--- src/rtl/key_pkg.sv ---
// Shared definitions for the key debouncer: FSM state encoding and default timing.
package key_pkg;

    typedef enum logic [1:0] {
        IDLE      = 2'd0,
        FILTER_DN = 2'd1,
        DOWN      = 2'd2,
        FILTER_UP = 2'd3
    } fsm_state_t;

    // 20 ms at 50 MHz
    localparam int unsigned DEBOUNCE_CYCLES_DEFAULT = 1_000_000;

    // Map the raw pin level onto pressed = 1.
    function automatic logic is_pressed(input logic level, input bit active_low);
        return active_low ? ~level : level;
    endfunction

endpackage

--- src/rtl/key_sync.sv ---
// Two-flop synchronizer for the asynchronous key pin.
module key_sync #(
    parameter logic RESET_VALUE = 1'b1
) (
    input  logic clk,
    input  logic rst,
    input  logic d,
    output logic q
);

    logic meta;

    // Resolve metastability over two stages; reset to the idle pin level.
    always_ff @(posedge clk or negedge rst) begin
        if (!rst) begin
            meta <= RESET_VALUE;
            q    <= RESET_VALUE;
        end else begin
            meta <= d;
            q    <= meta;
        end
    end

endmodule

--- src/rtl/key_filter.sv ---
// Key debouncer: synchronizes the raw key, requires a stable window before
// confirming a press or release, and emits one-cycle registered strobes.
module key_filter
    import key_pkg::*;
#(
    parameter int unsigned DEBOUNCE_CYCLES = DEBOUNCE_CYCLES_DEFAULT,
    parameter bit          KEY_ACTIVE_LOW  = 1'b1
) (
    input  logic clk,
    input  logic rst,
    input  logic key_in,
    output logic key_flag,
    output logic key_release,
    output logic key_state
);

    localparam int unsigned      CNT_W          = (DEBOUNCE_CYCLES > 1) ? $clog2(DEBOUNCE_CYCLES) : 1;
    localparam logic [CNT_W-1:0] CNT_LAST       = CNT_W'(DEBOUNCE_CYCLES - 1);
    localparam logic             RELEASED_LEVEL = KEY_ACTIVE_LOW ? 1'b1 : 1'b0;

    logic             synced;
    logic             pressed;
    fsm_state_t       state;
    fsm_state_t       state_nxt;
    logic [CNT_W-1:0] cnt;
    logic [CNT_W-1:0] cnt_nxt;
    logic             flag_nxt;
    logic             release_nxt;
    logic             level_nxt;

    key_sync #(
        .RESET_VALUE(RELEASED_LEVEL)
    ) u_sync (
        .clk(clk),
        .rst(rst),
        .d  (key_in),
        .q  (synced)
    );

    assign pressed = is_pressed(synced, KEY_ACTIVE_LOW);

    // State, window counter and all outputs are registered together.
    always_ff @(posedge clk or negedge rst) begin
        if (!rst) begin
            state       <= IDLE;
            cnt         <= '0;
            key_flag    <= 1'b0;
            key_release <= 1'b0;
            key_state   <= 1'b0;
        end else begin
            state       <= state_nxt;
            cnt         <= cnt_nxt;
            key_flag    <= flag_nxt;
            key_release <= release_nxt;
            key_state   <= level_nxt;
        end
    end

    // Next-state logic: any opposite sample in a filter state abandons the window.
    always_comb begin
        state_nxt   = state;
        cnt_nxt     = cnt;
        flag_nxt    = 1'b0;
        release_nxt = 1'b0;
        level_nxt   = key_state;
        case (state)
            IDLE: begin
                if (pressed) begin
                    state_nxt = FILTER_DN;
                    cnt_nxt   = '0;
                end
            end
            FILTER_DN: begin
                if (!pressed) begin
                    state_nxt = IDLE;
                    cnt_nxt   = '0;
                end else if (cnt == CNT_LAST) begin
                    state_nxt = DOWN;
                    cnt_nxt   = '0;
                    flag_nxt  = 1'b1;
                    level_nxt = 1'b1;
                end else begin
                    cnt_nxt = cnt + CNT_W'(1);
                end
            end
            DOWN: begin
                if (!pressed) begin
                    state_nxt = FILTER_UP;
                    cnt_nxt   = '0;
                end
            end
            FILTER_UP: begin
                if (pressed) begin
                    state_nxt = DOWN;
                    cnt_nxt   = '0;
                end else if (cnt == CNT_LAST) begin
                    state_nxt   = IDLE;
                    cnt_nxt     = '0;
                    release_nxt = 1'b1;
                    level_nxt   = 1'b0;
                end else begin
                    cnt_nxt = cnt + CNT_W'(1);
                end
            end
            default: begin
                state_nxt = IDLE;
                cnt_nxt   = '0;
            end
        endcase
    end

endmodule
--- config.mk ---
export PLATFORM = sky130hd
export DESIGN_NAME = key_filter
export DESIGN_NICKNAME = d
export VERILOG_FILES = /design/src/rtl/key_pkg.sv /design/src/rtl/key_sync.sv /design/src/rtl/key_filter.sv
export SDC_FILE = /design/constraint.sdc
export NUM_CORES = 1
export LEC_CHECK = 0
export ABC_CLOCK_PERIOD_IN_PS = 2200
export BUFFER_PORTS_ARGS = -buffer_cell sky130_fd_sc_hd__buf_2
export CAP_MARGIN = 15
export CORE_AREA = 2 2 54 56
export CTS_CLUSTER_SIZE = 40
export DETAILED_ROUTE_END_ITERATION = 12
export DIE_AREA = 0 0 56 58
export GPL_TIMING_DRIVEN = 0
export PLACE_DENSITY = 0.72
export SYNTH_ARGS = -nofsm -noshare
export SYNTH_HDL_FRONTEND = slang
export SYNTH_HIERARCHICAL = 1
export SYNTH_SLANG_ARGS = --single-unit
--- constraint.sdc ---
create_clock -name clk -period 2.2 [get_ports clk]
set_clock_uncertainty 0.2 [all_clocks]
set_input_delay 0.44 -clock clk [delete_from_list [all_inputs] [get_ports clk]]
set_output_delay 0.44 -clock clk [all_outputs]
set_load 0.01 [all_outputs]
==> results of run 1 <==
[layout make-up]
class / count / area share [%]
Clock buffer: 3 / 1.46
Timing Repair Buffer: 8 / 3.42
Sequential cell: 27 / 44.2
Clock inverter: 1 / 0.325
Multi-Input combinational cell: 107 / 44.6
Buffer: 4 / 1.79
Tap cell: 31 / 2.52
Inverter: 7 / 1.71
[cells in the final DEF, fill, tap and decap left out, types with 2 or more instances in the layout]
cell type	Yosys	routed
nand3_1	8	8
buf_2	2	6
inv_1	7	7
a41oi_1	2	2
xnor2_1	3	3
dfstp_2	2	2
nor3_2	2	2
or2_2	2	2
clkbuf_4	0	3
a21o_1	2	2
dlygate4sd3_1	0	2
dfrtp_1	25	24
nand2_1	16	16
nor3_1	3	3
and3_1	4	4
a31oi_1	12	12
o21ai_0	9	9
nand4_1	2	2
a21oi_1	9	9
nand2b_1	3	3
buf_4	0	2
nor2_1	8	8
[logic make-up (layout without fill, tap and decap cells)]
logic type,count (synthesis),count (layout),synth area share [%]
AOI/OAI and AO/OA,43,43,19.4
xor gates and xnor gates,4,4,2.50
adders and majority gates,1,1,0.894
buffers and inverters,11,23,3.67
DFF,27,27,48.5
muxes,1,1,0.716
and+or+nand+nor,58,58,24.3
[worst max-delay path, stage by stage, from the launching register on]
cell     delay [ps]
dfrtp_1         450
or4_4           560
nor3_4          200
a21o_1          160
buf_6           160
o21ai_2          70
a21o_1          180
[state kept, by name, summed over array words and instances, names as in the netlist, named ones only]
register / count
cnt: 20
key_flag: 1
key_release: 1
key_state: 1
state: 1
u_sync/meta: 1
u_sync/q: 1
[how the worst min path moves through the flow]
| stage | startpoint | cells after the start | endpoint |
|---|---|---|---|
| 5_1_grt | u_sync/meta | 0 | u_sync/q |
| 3_5_place_dp | u_sync/meta | 0 | u_sync/q |
| 2_1_floorplan | rst | 0 | asynchronous set/reset pin |
| 3_3_place_gp | u_sync/meta | 0 | u_sync/q |
| 4_1_cts | u_sync/meta | 0 | u_sync/q |
| 6_report | u_sync/meta | 0 | u_sync/q |
[what timing repair did]
| action | 4_1_cts | 5_1_grt |
|---|---|---|
| resized for setup | 0 | 6 |
| hold buffers | 2 | 0 |
| setup buffers | 0 | 1 |
| hold endpoints to repair | 26 | 0 |
| setup endpoints to repair | 0 | 12 |
[power by group through the flow]
stage | Sequential (mW) | Clock (mW) | Combinational [mW]
after floorplan | 0.600 | 0 | 0.342
after detailed placement | 0.613 | 0 | 0.462
after global placement | 0.607 | 0 | 0.445
after global routing | 0.612 | 0.240 | 0.532
final | 0.606 | 0.211 | 0.488
after CTS | 0.603 | 0.222 | 0.466
[layer usage]
metal  track usage (%)  share of wire (%)
met1              28.8                 50
met2              31.1                 46
met4              4.76               0.63
met5                 0                  0
met3              2.23                3.2
==> flow_metrics.tcl, run 1 <==
set metrics [dict create \
    cp-startpoint "cnt[8]" \
    cp-start-kind "register" \
    die-height_um 58 \
    yosysMostFrequentCell "dfrtp_1" \
    ir_drop_v 0.000627 \
    r2r-start "cnt[8]" \
    fin_util_pct 57.8 \
    dpl.hpwl_um 2040 \
    syn_avg_cell_area_sq_um 9.65 \
    nNetsFinal 162 \
    yosysUniqueCellTypes 42 \
    clkPwrFrac_pct 16.2 \
    hold_path.class "register to register" \
    grt_pass1_wl_um 4940 \
    core_area_sq_um 2660 \
    cts_inserted_buffers 3 \
    antenna_found_initial 0 \
    ys_warn_count 6 \
    worst_slew_pin_slew_ps 724 \
    wl_per_cell_um 16.1 \
    hold_ws_ps 168 \
    viasPerCell 6.07 \
    ys_top_cells_by_count "dfrtp_1 (25), nand2_1 (16), a31oi_1 (12), a21oi_1 (9), o21ai_0 (9)" \
    critPathMaxFanout 10 \
    syn_nets 149 \
    cap_violations 0 \
    swShare_pct 40.2 \
    p_comb_share_pct 37.4 \
    hold_viol 0 \
    totalWireLength_um 3030 \
    dp_slack_ps 123 \
    fillCellCount 223 \
    vias 1141 \
    place.gp.congestion 0.817 \
    p_leak_nw 0.654 \
    yosysTopAreaCell "dfrtp_1" \
    ys.flop_type "dfrtp_1" \
    dr.pass1.iters 4 \
    period_share_pct 94.3 \
    setup_violations 0 \
    clk_path_buf_depth 2 \
    initial_core_util_pct 52.5 \
    cp_data_arrival_time_ps 2100 \
    p_switching_mw 0.524 \
    grt_setup_unrepaired "false" \
    max-slew-margin-rel_pct 51.6 \
    drc 0 \
    grt-ovfl-total 0 \
    ioPinCount 6 \
    rows 19 \
    drt_iter0_drc 35 \
    power_mw 1.30 \
    netlist_instances 145 \
    seqPwrFrac_pct 46.4 \
    min_period_ps 2080 \
    critical_path_required_ps 2230 \
    drive_gt1_share_pct 18.5 \
    final-max-slew-violation-count 0 \
    r2r_cells 6 \
    crit_path_end "cnt[13]" \
    h-tree-depth 1 \
    cts_tree "built" \
    r2r_slack_ps 120 \
    ys_seq_elements 27 \
    grt_max_degree 28 \
    placed_area_sq_um 1460 \
    antenna_cells 0 \
    postLayoutCellArea_sq_um 1540 \
    critPathKind "register to register" \
    endpoint_kind "register" \
    grt_pass1_vias 1026 \
    dieArea_sq_um 3250 \
    intPower_mw 0.781 \
    dpl.cell_count 181 \
    drtAntennaViolNets 0 \
    clkLatencyLatePin_ps 320 \
    setup_slack_ps 125 \
    r2r-end "cnt[13]" \
    syn_to_final_growth_pct 9.93 \
    fmax_mhz 482 \
    portBuffers 5 \
    syn-cell-area_sq_um 1400 \
    fin_cells 188 \
    grt.total_usage_pct 19.5 \
    dieWidth_um 56 \
    root_buffer "clkbuf_4" \
    regArea_sq_um 679 \
    synth_area_leaders "dfrtp_1 (45%), a31oi_1 (5.4%), nand2_1 (4.3%)" \
    clk_pin_slew_ps 140 \
    status "complete, no violations" \
    timing.setup.tns_ps 0 \
    clock-sinks 27 \
    synth_edf_count 0 \
    powerDensity_nw_per_um2 848 \
    synth.yosys.seq_area_share_pct 48.5 \
    synth_top_area_share_pct 44.7 \
    multi_input_area_sq_um 686 \
    postSynth.asyncResetShare_pct 100 \
]
Note: power is estimated with default switching activity, not from simulation.
==> inputs of run 2 (changes only) <==
--- a/config.mk
+++ b/config.mk
@@ -12,7 +12,6 @@
 export CTS_CLUSTER_SIZE = 40
 export DETAILED_ROUTE_END_ITERATION = 12
 export DIE_AREA = 0 0 56 58
-export GPL_TIMING_DRIVEN = 0
 export PLACE_DENSITY = 0.72
 export SYNTH_ARGS = -nofsm -noshare
 export SYNTH_HDL_FRONTEND = slang
==> run 2 against run 1 <==
  * Die area did not move
  * Register-to-register slack got worse by 80 ps
  * Setup slack got worse by 80 ps
  * Sequential share of layout area fell by 2.1 points
  * Fmax fell by 3.7%
  * Cell count rose by 3.7%
  * Flip-flop and latch count did not move
  * Sequential power fell by 1%
  * First-iteration DRC count rose by 43%
  * Hold slack improved by 2.0 ps
  * Routed wire length rose by 3.7%
  * Utilization rose by 2.7 points
  * Critical path type unchanged
  * Largest cell class unchanged
  * Largest power group unchanged
==> flow_metrics.tcl, run 2 (synthesis results as in run 1) <==
set metrics [dict create \
    status "complete, no violations" \
    hold_viol 0 \
    p_leak_nw 0.689 \
    hold_start "u_sync/meta" \
    r2r_slack_ps 40 \
    clock-sinks 27 \
    viasPerCell 6.18 \
    clk_pin_slew_ps 150 \
    cts_tree "built" \
    p_comb_share_pct 39.4 \
    cap_violations 0 \
    place.gp.congestion 0.803 \
    core_area_sq_um 2660 \
    portBuffers 5 \
    intPower_mw 0.808 \
    max-slew-margin-rel_pct 59.8 \
    multi_input_area_sq_um 702 \
    timing.setup.tns_ps 0 \
    setup_violations 0 \
    p_switching_mw 0.538 \
    clkLatencyLatePin_ps 320 \
    cts_inserted_buffers 3 \
    grt.total_usage_pct 19.6 \
    clk_path_buf_depth 2 \
    swShare_pct 40.0 \
    die-height_um 58 \
    h-tree-depth 1 \
    layout_commonest_cell "dfrtp_1" \
    min_period_ps 2160 \
    dpl.hpwl_um 2080 \
    dieArea_sq_um 3250 \
    initial_core_util_pct 52.5 \
    rows 19 \
    fillCellCount 237 \
    worst_slew_pin_slew_ps 604 \
    r2r-start "cnt[8]" \
    nNetsFinal 169 \
    final-max-slew-violation-count 0 \
    grt_max_degree 28 \
    critPathKind "register to register" \
    grt-ovfl-total 0 \
    seqPwrFrac_pct 44.3 \
    period_share_pct 98.0 \
    r2r_cells 7 \
    critPathMaxFanout 6 \
    cp-start-kind "register" \
    dieWidth_um 56 \
    fmax_mhz 464 \
    syn_to_final_growth_pct 15.1 \
    powerDensity_nw_per_um2 836 \
    regArea_sq_um 678 \
    hold_depth 0 \
    totalWireLength_um 3150 \
    drtAntennaViolNets 0 \
    endpoint_kind "register" \
    ir_drop_v 0.000833 \
    final_cell_mix "dfrtp_1 (25), nand2_1 (16), a31oi_1 (12)" \
    hold_path.class "register to register" \
    grt_pass1_wl_um 5060 \
    antenna_cells 0 \
    cp_data_arrival_time_ps 2210 \
    grt_pass1_vias 1130 \
    ioPinCount 6 \
    drc 0 \
    fin_util_pct 60.5 \
    wl_per_cell_um 16.1 \
    dr.pass1.iters 4 \
    drt_iter0_drc 50 \
    clkPwrFrac_pct 16.3 \
    root_buffer "clkbuf_4" \
    largest_reg_flops 20 \
    grt_setup_unrepaired "true" \
    drive_gt1_share_pct 22.6 \
    vias 1205 \
    antenna_found_initial 0 \
    critical_path_required_ps 2250 \
    min_to "u_sync/q" \
    regMostFlops "cnt" \
]
-- run 2: timing repair --
| item | CTS | global route |
|---|---|---|
| endpoints found under the hold margin | 26 | 0 |
| hold buffers | 2 | 0 |
| cloned | 0 | 1 |
| gates resized for setup | 2 | 4 |
| setup buffers | 0 | 0 |
| setup endpoints to repair | 14 | 7 |
-- run 2: through the flow --
stage / hold slack (ps) / instances / worst slack, ps / power [mW] / cell area (sq um)
after floorplan: -55.6 / 145 / 320 / 0.942 / 1400
final: 170 / 195 / 44.2 / 1.35 / 1610
after CTS: 174 / 194 / 48.3 / 1.31 / 1590
after global placement: 148 / 188 / 5.30 / 1.05 / 1520
after detailed placement: 154 / 188 / -143 / 1.07 / 1520
after global routing: 174 / 195 / -39.1 / 1.42 / 1610
-- run 2: metal layers --
metal	vias up	track usage [%]	routed length, um	part of all wire (%)
li1	576	-	-	-
met1	601	26.6	1360	43
met2	26	33.3	1650	53
met3	2	2.01	121	3.8
met4	0	6.46	13	0.41
met5	-	0	0	0
-- run 2: cell type report --
cell class	count	area share (%)
multi-input combinational	108	43.6
tap	31	2.41
clock buffer	3	1.40
sequential	27	42.1
inverter	7	1.63
timing repair buffer	18	8.39
clock inverter	1	0.466
-- run 2: critical path, stage by stage, from the launching register on --
cell and delay (ps):
dfrtp_1 420, or4_4 560, nor3_4 260, buf_6 150, a21o_4 150, buf_6 130, nand2_4 50, mux2i_1 160
-- run 2: worst max path at each step --
stage,slack (ps),depth (start not counted),end,start
CTS,50,8,cnt[18],cnt[1]
global placement,5,6,cnt[17],cnt[0]
detailed placement,-140,6,cnt[19],cnt[1]
floorplan,320,6,cnt[13],cnt[11]
global route,-40,8,cnt[18],cnt[1]
finish,40,7,register,cnt[8]
-- run 2: power by group through the flow --
stage                     Sequential [mW]  Combinational [mW]  Clock, mW
final                               0.597               0.530      0.220
after global routing                0.606               0.576      0.241
after CTS                           0.596               0.490      0.229
after detailed placement            0.606               0.465          0
after global placement              0.602               0.446          0
after floorplan                     0.600               0.342          0
==> inputs of run 3 (changes only) <==
--- a/config.mk
+++ b/config.mk
@@ -8,11 +8,13 @@
 export ABC_CLOCK_PERIOD_IN_PS = 2200
 export BUFFER_PORTS_ARGS = -buffer_cell sky130_fd_sc_hd__buf_2
 export CAP_MARGIN = 15
-export CORE_AREA = 2 2 54 56
+export CELL_PAD_IN_SITES_DETAIL_PLACEMENT = 0
+export CELL_PAD_IN_SITES_GLOBAL_PLACEMENT = 1
+export CORE_AREA = 2 2 58 60
 export CTS_CLUSTER_SIZE = 40
 export DETAILED_ROUTE_END_ITERATION = 12
-export DIE_AREA = 0 0 56 58
-export PLACE_DENSITY = 0.72
+export DIE_AREA = 0 0 60 62
+export PLACE_DENSITY = 0.77
 export SYNTH_ARGS = -nofsm -noshare
 export SYNTH_HDL_FRONTEND = slang
 export SYNTH_HIERARCHICAL = 1
==> run 3 against run 2 <==
  * Setup slack better by 12 ps
  * Largest cell class unchanged
  * Routed wire length up 2.1%
  * Global-route usage down 1.2 points
  * First-iteration DRC count up 10%
  * Flip-flop and latch count unchanged
  * Utilization down 9.2 points
  * Hold slack better by 3.2 ps
  * Sequential share of layout area down 0.52 points
  * Critical path type unchanged
  * Critical path depth unchanged
  * Design area up 1.2%
  * Fmax up 0.56%
  * Clock power up 5%
==> flow_metrics.tcl, run 3 (synthesis results as in run 1) <==
set metrics [dict create \
    power_mw 1.36 \
    layout_commonest_cell "dfrtp_1" \
    clk_path_buf_depth 2 \
    grt_max_degree 28 \
    ir_drop_v 0.000396 \
    cap_violations 0 \
    setup_violations 0 \
    cp-start-kind "register" \
    dr.pass1.iters 4 \
    dpl.cell_count 205 \
    viasPerCell 5.75 \
    intPower_mw 0.811 \
    syn_to_final_growth_pct 16.5 \
    critPathKind "register to register" \
    swShare_pct 40.3 \
    min_period_ps 2140 \
    dieWidth_um 60 \
    antenna_found_initial 0 \
    grt_setup_unrepaired "true" \
    seqPwrFrac_pct 43.8 \
    place.gp.congestion 0.811 \
    grt-ovfl-total 0 \
    die-height_um 62 \
    fillCellCount 295 \
    drt_iter0_drc 55 \
    h-tree-depth 1 \
    cts_inserted_buffers 3 \
    cts_tree "built" \
    cp_data_arrival_time_ps 2210 \
    wl_per_cell_um 15.2 \
    dpl.hpwl_um 2200 \
    final_cell_mix "dfrtp_1 (25), nand2_1 (16), buf_4 (13)" \
    period_share_pct 97.4 \
    regArea_sq_um 678 \
    multi_input_area_sq_um 696 \
    p_leak_nw 0.698 \
    ioPinCount 6 \
    core_area_sq_um 3180 \
    grt_pass1_wl_um 5070 \
    p_comb_share_pct 39.2 \
    critPathMaxFanout 6 \
    critical_path_required_ps 2270 \
    powerDensity_nw_per_um2 833 \
    postLayoutCellArea_sq_um 1630 \
    status "complete, no violations" \
    rows 21 \
    clkPwrFrac_pct 17.0 \
    grt_pass1_vias 1114 \
    clkLatencyLatePin_ps 330 \
    hold_path.class "register to register" \
    clk_pin_slew_ps 160 \
    endpoint_kind "register" \
    hold_viol 0 \
    p_switching_mw 0.547 \
    placed_area_sq_um 1550 \
    antenna_cells 0 \
    totalWireLength_um 3210 \
    final-max-slew-violation-count 0 \
    root_buffer "clkbuf_4" \
    portBuffers 5 \
    drtAntennaViolNets 0 \
    max-slew-margin-rel_pct 58.7 \
    largest_reg_flops 20 \
    vias 1218 \
    grt.total_usage_pct 18.5 \
    dieArea_sq_um 3720 \
    fin_cells 212 \
    initial_core_util_pct 44.0 \
    fmax_mhz 466 \
    nNetsFinal 171 \
    drc 0 \
    regMostFlops "cnt" \
    clock-sinks 27 \
    drive_gt1_share_pct 22.9 \
    worst_slew_pin_slew_ps 620 \
]
[run 3: cell count changes in the layout (fill, tap and decap cells not counted)]
| cell | change |
|---|---|
| buf_4 | +4 |
| nor4_1 | +1 |
| nor4_2 | -1 |
| buf_6 | -2 |
[run 3: path summary, 6_finish.rpt]
path | cells past startpoint | slack (ps) | start | to
max in group asynchronous | 2 | 980 | rst | cnt[14]
min in group asynchronous | 2 | 430 | rst | cnt[3]
min | 0 | 170 | u_sync/meta | u_sync/q
max reg2reg | 7 | 60 | cnt[8] | register
min reg2reg | 0 | 170 | u_sync/meta | u_sync/q
max | 7 | 60 | cnt[8] | register
[run 3: power groups by stage]
stage                     Sequential, mW  Clock [mW]  Combinational [mW]
after global routing               0.603       0.257               0.590
after CTS                          0.595       0.234               0.507
after detailed placement           0.605           0               0.483
after floorplan                    0.600           0               0.342
after global placement             0.600           0               0.476
final                              0.595       0.231               0.532
[run 3: layout make-up]
type	count	area share (%)
clock buffer	3	1.38
clock inverter	1	0.460
inverter	7	1.61
multi-input combinational	108	42.7
sequential	27	41.6
tap	46	3.53
timing repair buffer	20	8.75
[run 3: repair_timing]
item / in CTS / in global routing
setup endpoints to repair: 13 / 6
hold endpoints to repair: 26 / 0
buffers inserted: 0 / 0
hold buffers: 2 / 0
gates cloned: 0 / 1
gates resized for setup: 2 / 1
[run 3: critical path: stages (launching register included)]
cell,delay [ps]
dfrtp_1,410
or4_4,560
nor3_4,220
buf_4,170
a21o_4,150
buf_4,160
nand2_4,50
mux2i_1,160
[run 3: routing by layer]
metal | wire [um] | vias to the layer above | share of wire, % | track usage [%]
met5 | 0 | - | 0 | 0
met4 | 52 | 0 | 1.6 | 7.30
met3 | 119 | 12 | 3.7 | 2.69
met2 | 1540 | 37 | 48 | 30.1
met1 | 1500 | 598 | 47 | 24.8
li1 | - | 571 | - | -
[run 3: stage by stage]
stage | setup slack, ps | utilization [%] | TNS, ps | hold WS (ps)
2_1_floorplan | 320 | - | 0 | -55.6
3_3_place_gp | -41.1 | 48.9 | -99.1 | 147
3_5_place_dp | -131 | 48.9 | -601 | 155
4_1_cts | 107 | 50.9 | 0 | 176
5_1_grt | -39.7 | 51.3 | -69.7 | 177
6_report | 56.3 | 51.3 | 0 | 173
